File: src/rtl/mbm_seq_mult_ctrl_if.sv
// Handshake and operand/product bus for the sequential Mitchell multiplier.
interface mbm_seq_mult_ctrl_if #(
  parameter int N = 8
);
  logic           in_valid;
  logic           in_ready;
  logic [N-1:0]   a;
  logic [N-1:0]   b;
  logic           out_valid;
  logic           out_ready;
  logic [2*N-1:0] product;
  logic           busy;

  // Producer/consumer side: supplies operands and accepts the product.
  modport master (
    output in_valid, a, b, out_ready,
    input  in_ready, out_valid, product, busy
  );

  // Multiplier side.
  modport slave (
    input  in_valid, a, b, out_ready,
    output in_ready, out_valid, product, busy
  );
endinterface

File: src/rtl/mbm_seq_mult_ctrl.sv
// Sequential Mitchell (MBM) approximate multiplier controller.
// Fixed latency: N cycles of leading-one scan, one add cycle, one normalise cycle.
module mbm_seq_mult_ctrl #(
  parameter int N = 8,
  parameter int L = 3
) (
  input logic                clk,
  input logic                rst_n,
  mbm_seq_mult_ctrl_if.slave bus
);

  typedef enum logic [2:0] {
    IDLE = 3'd0,
    LOD  = 3'd1,
    ADD  = 3'd2,
    NORM = 3'd3,
    DONE = 3'd4
  } state_t;

  state_t         state, state_n;
  logic [N-1:0]   a_r, b_r;
  logic [L-1:0]   cnt;
  logic [L-1:0]   k_a, k_b;
  logic           found_a, found_b;
  logic           zero_flag;
  logic           carry;
  logic [N-2:0]   frac;
  logic           out_valid_r;
  logic [2*N-1:0] product_r;

  logic           found_a_n, found_b_n;
  logic [N-1:0]   sh_a, sh_b;
  logic [N-2:0]   f_a, f_b;
  logic [N-1:0]   sum;
  logic [L:0]     e;
  logic [3*N-2:0] wide;
  logic [3*N-2:0] prod_w;

  // State register.
  always_ff @(posedge clk or negedge rst_n) begin
    if (!rst_n) state <= IDLE;
    else        state <= state_n;
  end

  // Next-state logic and status outputs.
  always_comb begin
    state_n      = state;
    bus.in_ready = 1'b0;
    bus.busy     = 1'b1;
    unique case (state)
      IDLE: begin
        bus.in_ready = 1'b1;
        bus.busy     = 1'b0;
        if (bus.in_valid) state_n = LOD;
      end
      LOD:  if (cnt == '0) state_n = ADD;
      ADD:  state_n = NORM;
      NORM: state_n = DONE;
      DONE: if (bus.out_ready) state_n = IDLE;
      default: state_n = IDLE;
    endcase
  end

  // Fraction extraction, fraction add and normalisation datapath.
  always_comb begin
    found_a_n = found_a | a_r[cnt];
    found_b_n = found_b | b_r[cnt];
    sh_a      = a_r << (L'(N-1) - k_a);
    sh_b      = b_r << (L'(N-1) - k_b);
    f_a       = sh_a[N-2:0];
    f_b       = sh_b[N-2:0];
    sum       = {1'b0, f_a} + {1'b0, f_b};
    e         = {1'b0, k_a} + {1'b0, k_b} + {{L{1'b0}}, carry};
    wide      = {{(2*N-1){1'b0}}, 1'b1, frac} << e;
    prod_w    = wide >> (N-1);
  end

  // Operand capture, leading-one scan and result registers.
  always_ff @(posedge clk or negedge rst_n) begin
    if (!rst_n) begin
      a_r         <= '0;
      b_r         <= '0;
      cnt         <= '0;
      k_a         <= '0;
      k_b         <= '0;
      found_a     <= 1'b0;
      found_b     <= 1'b0;
      zero_flag   <= 1'b0;
      carry       <= 1'b0;
      frac        <= '0;
      out_valid_r <= 1'b0;
      product_r   <= '0;
    end else begin
      unique case (state)
        IDLE: if (bus.in_valid) begin
          a_r       <= bus.a;
          b_r       <= bus.b;
          cnt       <= L'(N-1);
          k_a       <= '0;
          k_b       <= '0;
          found_a   <= 1'b0;
          found_b   <= 1'b0;
          zero_flag <= 1'b0;
        end
        LOD: begin
          // Scan runs high to low, so the first hit is the leading one.
          if (!found_a && a_r[cnt]) k_a <= cnt;
          if (!found_b && b_r[cnt]) k_b <= cnt;
          found_a <= found_a_n;
          found_b <= found_b_n;
          cnt     <= cnt - 1'b1;
          if (cnt == '0) zero_flag <= ~found_a_n | ~found_b_n;
        end
        ADD: {carry, frac} <= sum;
        NORM: begin
          product_r   <= zero_flag ? '0 : prod_w[2*N-1:0];
          out_valid_r <= 1'b1;
        end
        DONE: if (bus.out_ready) out_valid_r <= 1'b0;
        default: ;
      endcase
    end
  end

  assign bus.out_valid = out_valid_r;
  assign bus.product   = product_r;

endmodule

File: src/flat_wrapper.sv
// flat-port wrapper written by rule: the top's interface ports become plain ports
module mbm_seq_mult_ctrl_flat 
#(
  parameter int N = 8,
  parameter int L = 3
)
  (clk, rst_n, bus_in_valid, bus_a, bus_b, bus_out_ready, bus_in_ready, bus_out_valid, bus_product, bus_busy);
  mbm_seq_mult_ctrl_if #(.N(N)) bus_i ();
  input logic clk;
  input logic rst_n;
  input wire logic [$bits(bus_i.in_valid)-1:0] bus_in_valid;
  input wire logic [$bits(bus_i.a)-1:0] bus_a;
  input wire logic [$bits(bus_i.b)-1:0] bus_b;
  input wire logic [$bits(bus_i.out_ready)-1:0] bus_out_ready;
  output wire logic [$bits(bus_i.in_ready)-1:0] bus_in_ready;
  output wire logic [$bits(bus_i.out_valid)-1:0] bus_out_valid;
  output wire logic [$bits(bus_i.product)-1:0] bus_product;
  output wire logic [$bits(bus_i.busy)-1:0] bus_busy;
  assign bus_i.in_valid = bus_in_valid;
  assign bus_i.a = bus_a;
  assign bus_i.b = bus_b;
  assign bus_i.out_ready = bus_out_ready;
  assign bus_in_ready = bus_i.in_ready;
  assign bus_out_valid = bus_i.out_valid;
  assign bus_product = bus_i.product;
  assign bus_busy = bus_i.busy;
  mbm_seq_mult_ctrl #(.N(N), .L(L)) u_core (.clk(clk), .rst_n(rst_n), .bus(bus_i));
endmodule
File: config.mk
export PLATFORM = sky130hd
export DESIGN_NAME = mbm_seq_mult_ctrl_flat
export DESIGN_NICKNAME = d
export VERILOG_FILES = /design/src/rtl/mbm_seq_mult_ctrl_if.sv /design/src/rtl/mbm_seq_mult_ctrl.sv /design/src/flat_wrapper.sv
export SDC_FILE = /design/constraint.sdc
export NUM_CORES = 1
export LEC_CHECK = 0
export ABC_AREA = 1
export ABC_CLOCK_PERIOD_IN_PS = 4700
export CAP_MARGIN = 20
export CORE_MARGIN = 2
export CORE_UTILIZATION = 40
export DETAILED_ROUTE_END_ITERATION = 10
export PLACE_DENSITY = 0.68
export SYNTH_ARGS = -nofsm -noshare
export SYNTH_HDL_FRONTEND = slang
export SYNTH_SLANG_ARGS = --single-unit
File: constraint.sdc
create_clock -name clk -period 4.7 [get_ports clk]
set_clock_uncertainty 0.05 [all_clocks]
set_input_delay 1.175 -clock clk [delete_from_list [all_inputs] [get_ports clk]]
set_output_delay 1.175 -clock clk [all_outputs]
set_load 0.1 [all_outputs]
==> run summary, run 1 <==
RSZ-0062 raised after global routing: false
Row Count: 34
sequential element share of the synthesized area: 39.8%
Vias/cell: 4.99
max_cap viols: 0
Final min period: 3.46 ns
Synth Register Bits: 56
port buffer count: 38
Starting DRT DRC Count: 131
yosys warns: 0
critical path peak fanout: 4
P&R area growth vs syn: 15.5%
total routed wirelength: 7.69 mm
CP arrival: 2.23 ns
CTS tree: built
Die X: 97.9 um
drt first pass iters: 4
Req. time, crit path: 3.47 ns
Setup TNS: 0 ns
antenna cells: 0
drc violations: 0
largest net degree at the start of global routing: 30
clock transition at the registers of the reported paths: 0.11 ns
Post CTS Setup Buffer Count: 0
drt wl/cell: 12.3 um
global-route wire length before repair: 13.7 mm
die height: 97.9 um
Mapped Nets: 519
area of the multi-input gates: 1810 um2
vias in the first global route: 3,094
post-cts resize count: 0
Max Fclk: 0.289 GHz
Final period util: 73.6%
worst min path class: reg2reg
pwr/cell area: 749 nW/um2
Setup CP Type: reg2out
CTS Buf Count: 5
CTS H-tree depth: 2
fill count: 866
Inst Count DP: 616
gp weighted congestion: 0.847
DP Area: 3960 um2
nets: 549
die area: 9580 um2
leakage: 0.00199 uW
fin. max-slew vios: 0
DRT antenna net count: 0
Clock Latency Late Sink: 0.32 ns
Initial Utilization: 40.8%
Synth async-reset ratio: 100%
status: complete, no violations
fin cells: 624
Synth cell types: 34
GR Overflow Total: 0
number of synthesized flops with an enable pin: 0
Reg area: 1400 um2
DP Wirelength: 5.86 mm
slowest cell on the critical path: clkdlybuf4s50_1
layout cell share with drive strength beyond 1: 6.01%
vias: 3,111
Final Hold Fails: 0
Tot GR Track Use: 17.0%
Post-CTS Hold Fix Bufs: 0
maximum root-to-sink buffer count: 2
Critical Path Sink Type: primary output
ys flop type: dfrtp_1
Post-Synthesis Cell Area: 3520 um2
design area: 4070 um2
Slew @ Worst Pin: 0.967 ns
Syn Inst Count: 485
crit-path max cell delay: 1.14 ns
max_slew headroom: 35.4%
Syn Area/Cell: 7.26 um2
IO Pins: 39
CTS Sinks: 56
Root Buffer: clkbuf_8
startpoint types: flop
Max IR drop VDD: 270 uV
Final Setup Violations: 0
initial antenna violation count: 0
Core ar.: 8640 um2
crit path cell chain: nor2_1 > inv_2 > nor2_4 > clkdlybuf4s50_1
stage by stage:
stage | hold slack (ns) | power, uW | worst slack, ns | utilization [%]
2_1_floorplan | 0.416 | 2330 | 1.75 | -
3_3_place_gp | 0.411 | 2660 | 1.60 | 45.8
3_5_place_dp | 0.416 | 2710 | 1.58 | 45.8
4_1_cts | 0.447 | 3060 | 1.22 | 47.1
5_1_grt | 0.471 | 3330 | 1.11 | 47.1
6_report | 0.437 | 3050 | 1.24 | 47.1
cell families after synthesis:
logic type / share of synthesized area (%)
compound gates: 16.9
xor+xnor: 0.497
fa+ha+maj: 5.61
buf+inv: 8.91
flops: 39.8
simple gates: 28.3
critical path: cells and delay by family (launching register included):
kind                   cells  cell delay (ns)
flip-flops                 1             0.45
AND/OR/NAND/NOR            2             0.26
buffers and inverters      2             1.21
layer usage:
metal | up-vias | track usage [%] | share of wire, %
met3 | 11 | 2.36 | 2.6
li1 | 1630 | - | -
met4 | 0 | 4.81 | 1.5
met5 | - | 0 | 0
met1 | 1421 | 21.8 | 47
met2 | 49 | 29.8 | 48
path summary, 6_finish.rpt:
| check | start | endpoint | slack, ns | cells past startpoint |
|---|---|---|---|---|
| setup / recovery | u_core.state[0] | bus_in_ready | 1.24 | 4 |
| hold / removal | u_core.bus.product[1] | u_core.bus.product[1] | 0.44 | 2 |
| setup reg to reg | u_core.k_b[0] | u_core.bus.product[4] | 1.93 | 10 |
| hold reg to reg | u_core.bus.product[1] | u_core.bus.product[1] | 0.44 | 2 |
| max in group asynchronous | rst_n | u_core.found_a | 2.97 | 2 |
| min in group asynchronous | rst_n | u_core.b_r[0] | 0.81 | 1 |
registers in the layout, indices dropped and copies added (netlist names), 3 cells and up:
signal,cells
u_core.a_r,8
u_core.b_r,8
u_core.state,3
u_core.k_a,3
u_core.frac,7
u_core.k_b,3
u_core.bus.product,16
u_core.cnt,3
Yosys cell counts, types with 2 or more instances:
cell | instances | share of area, %
nand2_1 | 165 | 18
o21ai_0 | 57 | 8.1
dfrtp_1 | 56 | 40
inv_1 | 53 | 5.6
nand3_1 | 31 | 4.4
nor2_1 | 20 | 2.1
o21ai_1 | 16 | 2.3
a21oi_1 | 11 | 1.6
ha_1 | 11 | 3.9
o211ai_1 | 11 | 2.3
buf_2 | 9 | 1.3
inv_2 | 6 | 0.64
clkbuf_1 | 5 | 0.53
or2_2 | 5 | 0.89
o22ai_1 | 4 | 0.71
fa_1 | 3 | 1.7
a31oi_1 | 2 | 0.36
buf_6 | 2 | 0.64
nand4_1 | 2 | 0.36
nor2_8 | 2 | 1.1
placed cells by master (no fill, tap or decap), types with 2 or more instances in the layout:
cell	instances
clkdlybuf4s50_1	37
inv_1	53
nand4_1	2
nand2_1	165
clkbuf_8	5
nand3_1	31
nor2_8	2
a21oi_1	11
fa_1	3
o21ai_0	57
nor2_1	20
ha_1	11
dfrtp_1	56
a31oi_1	2
o22ai_1	4
o211ai_1	11
inv_2	6
o21ai_1	16
or2_2	5
where the power goes:
part | switching [uW] | internal [uW] | leakage, uW
registers | 185 | 665 | 0.000720
clock network | 175 | 162 | 0.0000600
logic | 1310 | 555 | 0.00121
layout make-up:
cell class | instances | area share (%)
Clock buffer | 5 | 1.69
Sequential cell | 56 | 34.4
Multi-Input combinational cell | 353 | 44.4
Timing Repair Buffer | 39 | 9.41
Tap cell | 108 | 3.32
Inverter | 60 | 5.59
Clock inverter | 3 | 1.14
Note: power is estimated with default switching activity, not from simulation.
==> run 2, diff against run 1 <==
--- a/config.mk
+++ b/config.mk
@@ -6,7 +6,7 @@
 export NUM_CORES = 1
 export LEC_CHECK = 0
 export ABC_AREA = 1
-export ABC_CLOCK_PERIOD_IN_PS = 4700
+export ABC_CLOCK_PERIOD_IN_PS = 3600
 export CAP_MARGIN = 20
 export CORE_MARGIN = 2
 export CORE_UTILIZATION = 40
==> constraint.sdc (replaced) <==
create_clock -name clk -period 3.6 [get_ports clk]
set_clock_uncertainty 0.05 [all_clocks]
set_input_delay 0.9 -clock clk [delete_from_list [all_inputs] [get_ports clk]]
set_output_delay 0.9 -clock clk [all_outputs]
set_load 0.1 [all_outputs]
==> run summary, run 2 (synthesized netlist as in run 1, its figures left out) <==
clock transition at the registers of the reported paths: 0.10 ns (about the same)
Tot GR Track Use: 17.0% (+0.020 points)
max_cap viols: 0 (unchanged)
Setup TNS: 0 ns (unchanged)
gp weighted congestion: 0.879 (+3.8%)
crit-path max cell delay: 0.62 ns (-0.52 ns)
crit path cell chain: fa_1 > inv_1 > fa_1 > or2_1 > nand2_1 > inv_1 > or2_2 > nand2_1 > nand2_1 > nand2_1
layout cell share with drive strength beyond 1: 9.51% (+3.5 points)
worst min path class: reg2reg
nets: 549 (unchanged)
Initial Utilization: 40.8% (unchanged)
global-route wire length before repair: 13.7 mm (+0.15%)
die height: 97.9 um (unchanged)
RSZ-0062 raised after global routing: false
Max IR drop VDD: 334 uV (+24%)
slowest cell on the critical path: dfrtp_1
CP dominant cell by count: nand2_1
drt wl/cell: 12.5 um (+1.5%)
Row Count: 34 (unchanged)
most frequent cells in the layout: nand2_1, o21ai_0, dfrtp_1, inv_1, nand3_1
CP delay by family, top: simple AND/OR/NAND/NOR gates
drt first pass iters: 4 (unchanged)
vias: 3,142 (+1.0%)
DRT antenna net count: 0 (unchanged)
status: complete, no violations
Req. time, crit path: 3.81 ns (+0.34 ns)
max_slew headroom: 53.0% (+18 points)
vias in the first global route: 3,063 (-1.0%)
Slew @ Worst Pin: 0.703 ns (-0.264 ns)
CTS H-tree depth: 2 (unchanged)
initial antenna violation count: 0 (unchanged)
CTS tree: built
Post CTS Setup Buffer Count: 0 (unchanged)
Setup CP Type: reg2reg
CTS Sinks: 56 (unchanged)
CP arrival: 2.95 ns (+0.72 ns)
fin. max-slew vios: 0 (unchanged)
CTS Buf Count: 5 (unchanged)
fill count: 884 (+2.1%)
pre-CTS WS: 0.871 ns (-0.710 ns)
GR Overflow Total: 0 (unchanged)
port buffer count: 38 (unchanged)
Final WS setup: 0.864 ns (-0.377 ns)
P&R area growth vs syn: 13.5%
Starting DRT DRC Count: 146 (+11%)
Vias/cell: 5.04 (+1.2%)
WP buf/inv: 2 (unchanged)
max reg flops: 16 (unchanged)
die area: 9580 um2 (unchanged)
Final min period: 2.74 ns
Max Fclk: 0.365 GHz
Post-CTS Hold Fix Bufs: 0 (unchanged)
IO Pins: 39 (unchanged)
Final period util: 76.0%
Die X: 97.9 um (unchanged)
Critical Path Sink Type: flop
total routed wirelength: 7.79 mm (+1.3%)
Core ar.: 8640 um2 (unchanged)
DP Wirelength: 5.87 mm (+0.31%)
pwr/cell area: 970 nW/um2 (+30%)
Root Buffer: clkbuf_8
leakage: 0.00201 uW (+0.98%)
Final Hold Fails: 0 (unchanged)
critical path peak fanout: 16 (+12)
commonest non-fill, non-tap cell in the layout: nand2_1
maximum root-to-sink buffer count: 2 (unchanged)
startpoint types: flop
Clock Latency Late Sink: 0.31 ns (about the same)
antenna cells: 0 (unchanged)
largest net degree at the start of global routing: 40 (+33%)
Final Setup Violations: 0 (unchanged)
total chip power: 3880 uW (+27%)
post-cts resize count: 0 (unchanged)
drc violations: 0 (unchanged)
[run 2: stage by stage]
stage               instances  utilization [%]  instance area, um2  hold slack, ns
floorplan                 485                -                3520           0.416
global placement          616             45.2                3910           0.418
detailed placement        616             45.2                3910           0.418
CTS                       623             46.3                4000           0.446
global route              623             46.3                4000           0.465
finish                    623             46.3                4000           0.440
[run 2: layer usage]
| layer | global-route usage, % | share of wire (%) | up-vias |
|---|---|---|---|
| met1 | 21.3 | 47 | 1446 |
| met5 | 0 | 0 | - |
| met4 | 3.85 | 1.1 | 0 |
| li1 | - | - | 1626 |
| met2 | 30.6 | 49 | 61 |
| met3 | 2.86 | 3.6 | 9 |
[run 2: layout make-up]
class                      count  area, um2  share of cell area (%)
clock buffer                   6       82.6                    2.07
clock inverter                 1       8.76                   0.219
inverter                      60        228                    5.69
multi-input combinational    353       1810                    45.2
sequential                    56       1400                    35.0
tap                          108        135                    3.38
timing repair buffer          39        335                    8.39
[run 2: path summary, 6_finish.rpt]
kind	start	endpoint	slack [ns]	depth (start not counted)
min	u_core.bus.product[1]	u_core.bus.product[1]	0.44	2
max	u_core.k_b[0]	u_core.bus.product[4]	0.86	10
max in group asynchronous	rst_n	u_core.carry	2.21	2
min in group asynchronous	rst_n	u_core.bus.product[4]	0.45	1
min reg2reg	u_core.bus.product[1]	u_core.bus.product[1]	0.44	2
max reg2reg	u_core.k_b[0]	u_core.bus.product[4]	0.86	10
[run 2: worst reg2reg max path, stage by stage (launching register included)]
cell	delay [ns]
dfrtp_1	0.62
fa_1	0.33
inv_1	0.07
fa_1	0.38
or2_1	0.23
nand2_1	0.24
inv_1	0.24
or2_2	0.35
nand2_1	0.06
nand2_1	0.05
nand2_1	0.05
[run 2: report_power, final]
part	switching (uW)	internal, uW	total, uW
clock	215	154	370
sequential	242	869	1110
combinational	1700	699	2400
total	2160	1720	3880
==> run 3, diff against run 2 <==
--- a/config.mk
+++ b/config.mk
@@ -6,7 +6,7 @@
 export NUM_CORES = 1
 export LEC_CHECK = 0
 export ABC_AREA = 1
-export ABC_CLOCK_PERIOD_IN_PS = 3600
+export ABC_CLOCK_PERIOD_IN_PS = 2700
 export CAP_MARGIN = 20
 export CORE_MARGIN = 2
 export CORE_UTILIZATION = 40
==> constraint.sdc (replaced) <==
create_clock -name clk -period 2.7 [get_ports clk]
set_clock_uncertainty 0.05 [all_clocks]
set_input_delay 0.675 -clock clk [delete_from_list [all_inputs] [get_ports clk]]
set_output_delay 0.675 -clock clk [all_outputs]
set_load 0.1 [all_outputs]
==> run summary, run 3 (synthesized netlist as in run 1, its figures left out) <==
CTS Buf Count: 5 (unchanged)
CTS tree: built
Final Setup Violations: 0 (unchanged)
status: complete, no violations
area of the multi-input gates: 1810 um2 (unchanged)
largest net degree at the start of global routing: 57 (+43%)
Core ar.: 8640 um2 (unchanged)
crit path cell chain: fa_1 > inv_1 > fa_1 > inv_2 > o21ai_0 > nand3b_1 > o21ai_0
initial antenna violation count: 0 (unchanged)
Root Buffer: clkbuf_8
leakage: 0.00204 uW (+1.5%)
Tot GR Track Use: 16.9% (-0.065 points)
nets: 554 (+0.91%)
most frequent cells in the layout: nand2_1, o21ai_0, dfrtp_1, inv_1, nand3_1
Final Hold Fails: 0 (unchanged)
Req. time, crit path: 2.88 ns (-0.93 ns)
Post CTS Setup Buffer Count: 0 (unchanged)
Final min period: 2.42 ns (-0.317 ns)
Max IR drop VDD: 515 uV (+54%)
die height: 97.9 um (unchanged)
fin cells: 629 (+0.96%)
drt first pass iters: 4 (unchanged)
antenna cells: 0 (unchanged)
max_cap viols: 0 (unchanged)
Die X: 97.9 um (unchanged)
P&R area growth vs syn: 14.7%
port buffer count: 38 (unchanged)
max reg flops: 16 (unchanged)
worst reg-to-reg path cell count: 7 (-3)
RSZ-0062 raised after global routing: false
max_slew headroom: 52.0% (-0.92 points)
fill count: 884 (unchanged)
Initial Utilization: 40.8% (unchanged)
critical path peak fanout: 12 (-4)
slowest cell on the critical path: fa_1
DP Wirelength: 5.96 mm (+1.5%)
CTS Sinks: 56 (unchanged)
drt wl/cell: 12.2 um (-2.4%)
layout cell share with drive strength beyond 1: 10.6% (+1.0 points)
GR Overflow Total: 0 (unchanged)
Starting DRT DRC Count: 152 (+4.1%)
Setup TNS: 0 ns (unchanged)
Psw: 2870 uW (+33%)
Row Count: 34 (unchanged)
clock transition at the registers of the reported paths: 0.10 ns (about the same)
Final period util: 89.6% (+14 points)
Sequential Power Share: 27.8% (-0.8 points)
Clock Latency Late Sink: 0.31 ns (about the same)
Slew @ Worst Pin: 0.719 ns (+0.0164 ns)
Inst Count DP: 621 (+0.81%)
Critical R2R Capture: u_core.bus.product[14]
global-route wire length before repair: 13.7 mm (about the same)
die area: 9580 um2 (unchanged)
maximum root-to-sink buffer count: 2 (unchanged)
sw frac: 55.1% (-0.50 points)
CP arrival: 2.60 ns (-0.35 ns)
combinational share of power: 62.8% (+1.0 points)
clock power share: 9.4% (about the same)
Vias/cell: 5.05 (about the same)
gp weighted congestion: 0.852 (-3.0%)
FF-to-FF setup slack: 0.28 ns (-0.58 ns)
post-cts resize count: 0 (unchanged)
pwr/cell area: 1290 nW/um2 (+33%)
total routed wirelength: 7.67 mm (-1.5%)
Reg area: 1400 um2 (unchanged)
commonest non-fill, non-tap cell in the layout: nand2_1
Max Fclk: 0.413 GHz (+13%)
CTS H-tree depth: 2 (unchanged)
startpoint types: flop
crit-path max cell delay: 0.51 ns (-0.11 ns)
Setup CP Type: reg2reg
RR Startpoint: u_core.k_b[0]
Post-CTS Hold Fix Bufs: 0 (unchanged)
vias in the first global route: 3,088 (+0.82%)
fin. max-slew vios: 0 (unchanged)
P_int: 2340 uW (+36%)
vias: 3,174 (+1.0%)
DRT antenna net count: 0 (unchanged)
drc violations: 0 (unchanged)
worst min path class: in2async
IO Pins: 39 (unchanged)
Critical Path Sink Type: flop
Critical Path Source: u_core.k_b[0]
==> run 3: changes by cell type in the layout (fill, tap and decap cells not counted), sizes merged <==
cell  before  now
buf       21   26
inv       60   61
==> run 3: layout make-up <==
class                   instances  area share, %
flip-flops and latches         56           34.7
repair buffers                 44           9.23
clock buffers                   6           2.04
clock inverters                 2          0.341
inverters                      60           5.63
well taps                     108           3.34
multi-input cells             353           44.7
==> run 3: worst max-delay path: cells and delay by family, from the launching register on <==
kind / cells / cell delay (ns)
buf+inv: 2 / 0.29
flops: 1 / 0.47
fa+ha+maj: 2 / 0.99
compound gates: 2 / 0.34
simple gates: 1 / 0.21
==> run 3: worst max path at each step <==
stage / slack [ns] / end / cells past startpoint
floorplan: 0.25 / bus_busy / 4
global placement: 0.37 / u_core.frac[4] / 11
detailed placement: 0.30 / u_core.bus.product[14] / 7
CTS: 0.28 / u_core.bus.product[14] / 7
global route: 0.06 / u_core.frac[4] / 11
finish: 0.28 / u_core.bus.product[14] / 7
==> run 3: power by group through the flow <==
stage | sequential, uW | clock (uW) | combinational (uW)
final | 1450 | 490 | 3280
after global routing | 1500 | 549 | 3700
after CTS | 1450 | 506 | 3290
after detailed placement | 1470 | 0 | 3270
after global placement | 1450 | 0 | 3220
after floorplan | 1900 | 0 | 2150
==> run 3: stage by stage <==
step	utilization, %	setup WS [ns]	area, um2	hold slack, ns	power, uW
floorplan	-	0.250	3520	0.329	4050
global placement	45.7	0.367	3950	0.416	4670
detailed placement	45.7	0.303	3950	0.422	4740
CTS	46.8	0.282	4040	0.447	5240
global route	46.8	0.0641	4040	0.474	5750
finish	46.8	0.281	4040	0.426	5210
==> run 3: routing by layer <==
layer  routed length (um)  GRT usage [%]  vias up
met5                    0              0        -
li1                     -              -     1642
met3                  226           2.86       11
met4                   80           3.31        0
met2                 3800           29.7       48
met1                 3560           22.1     1473
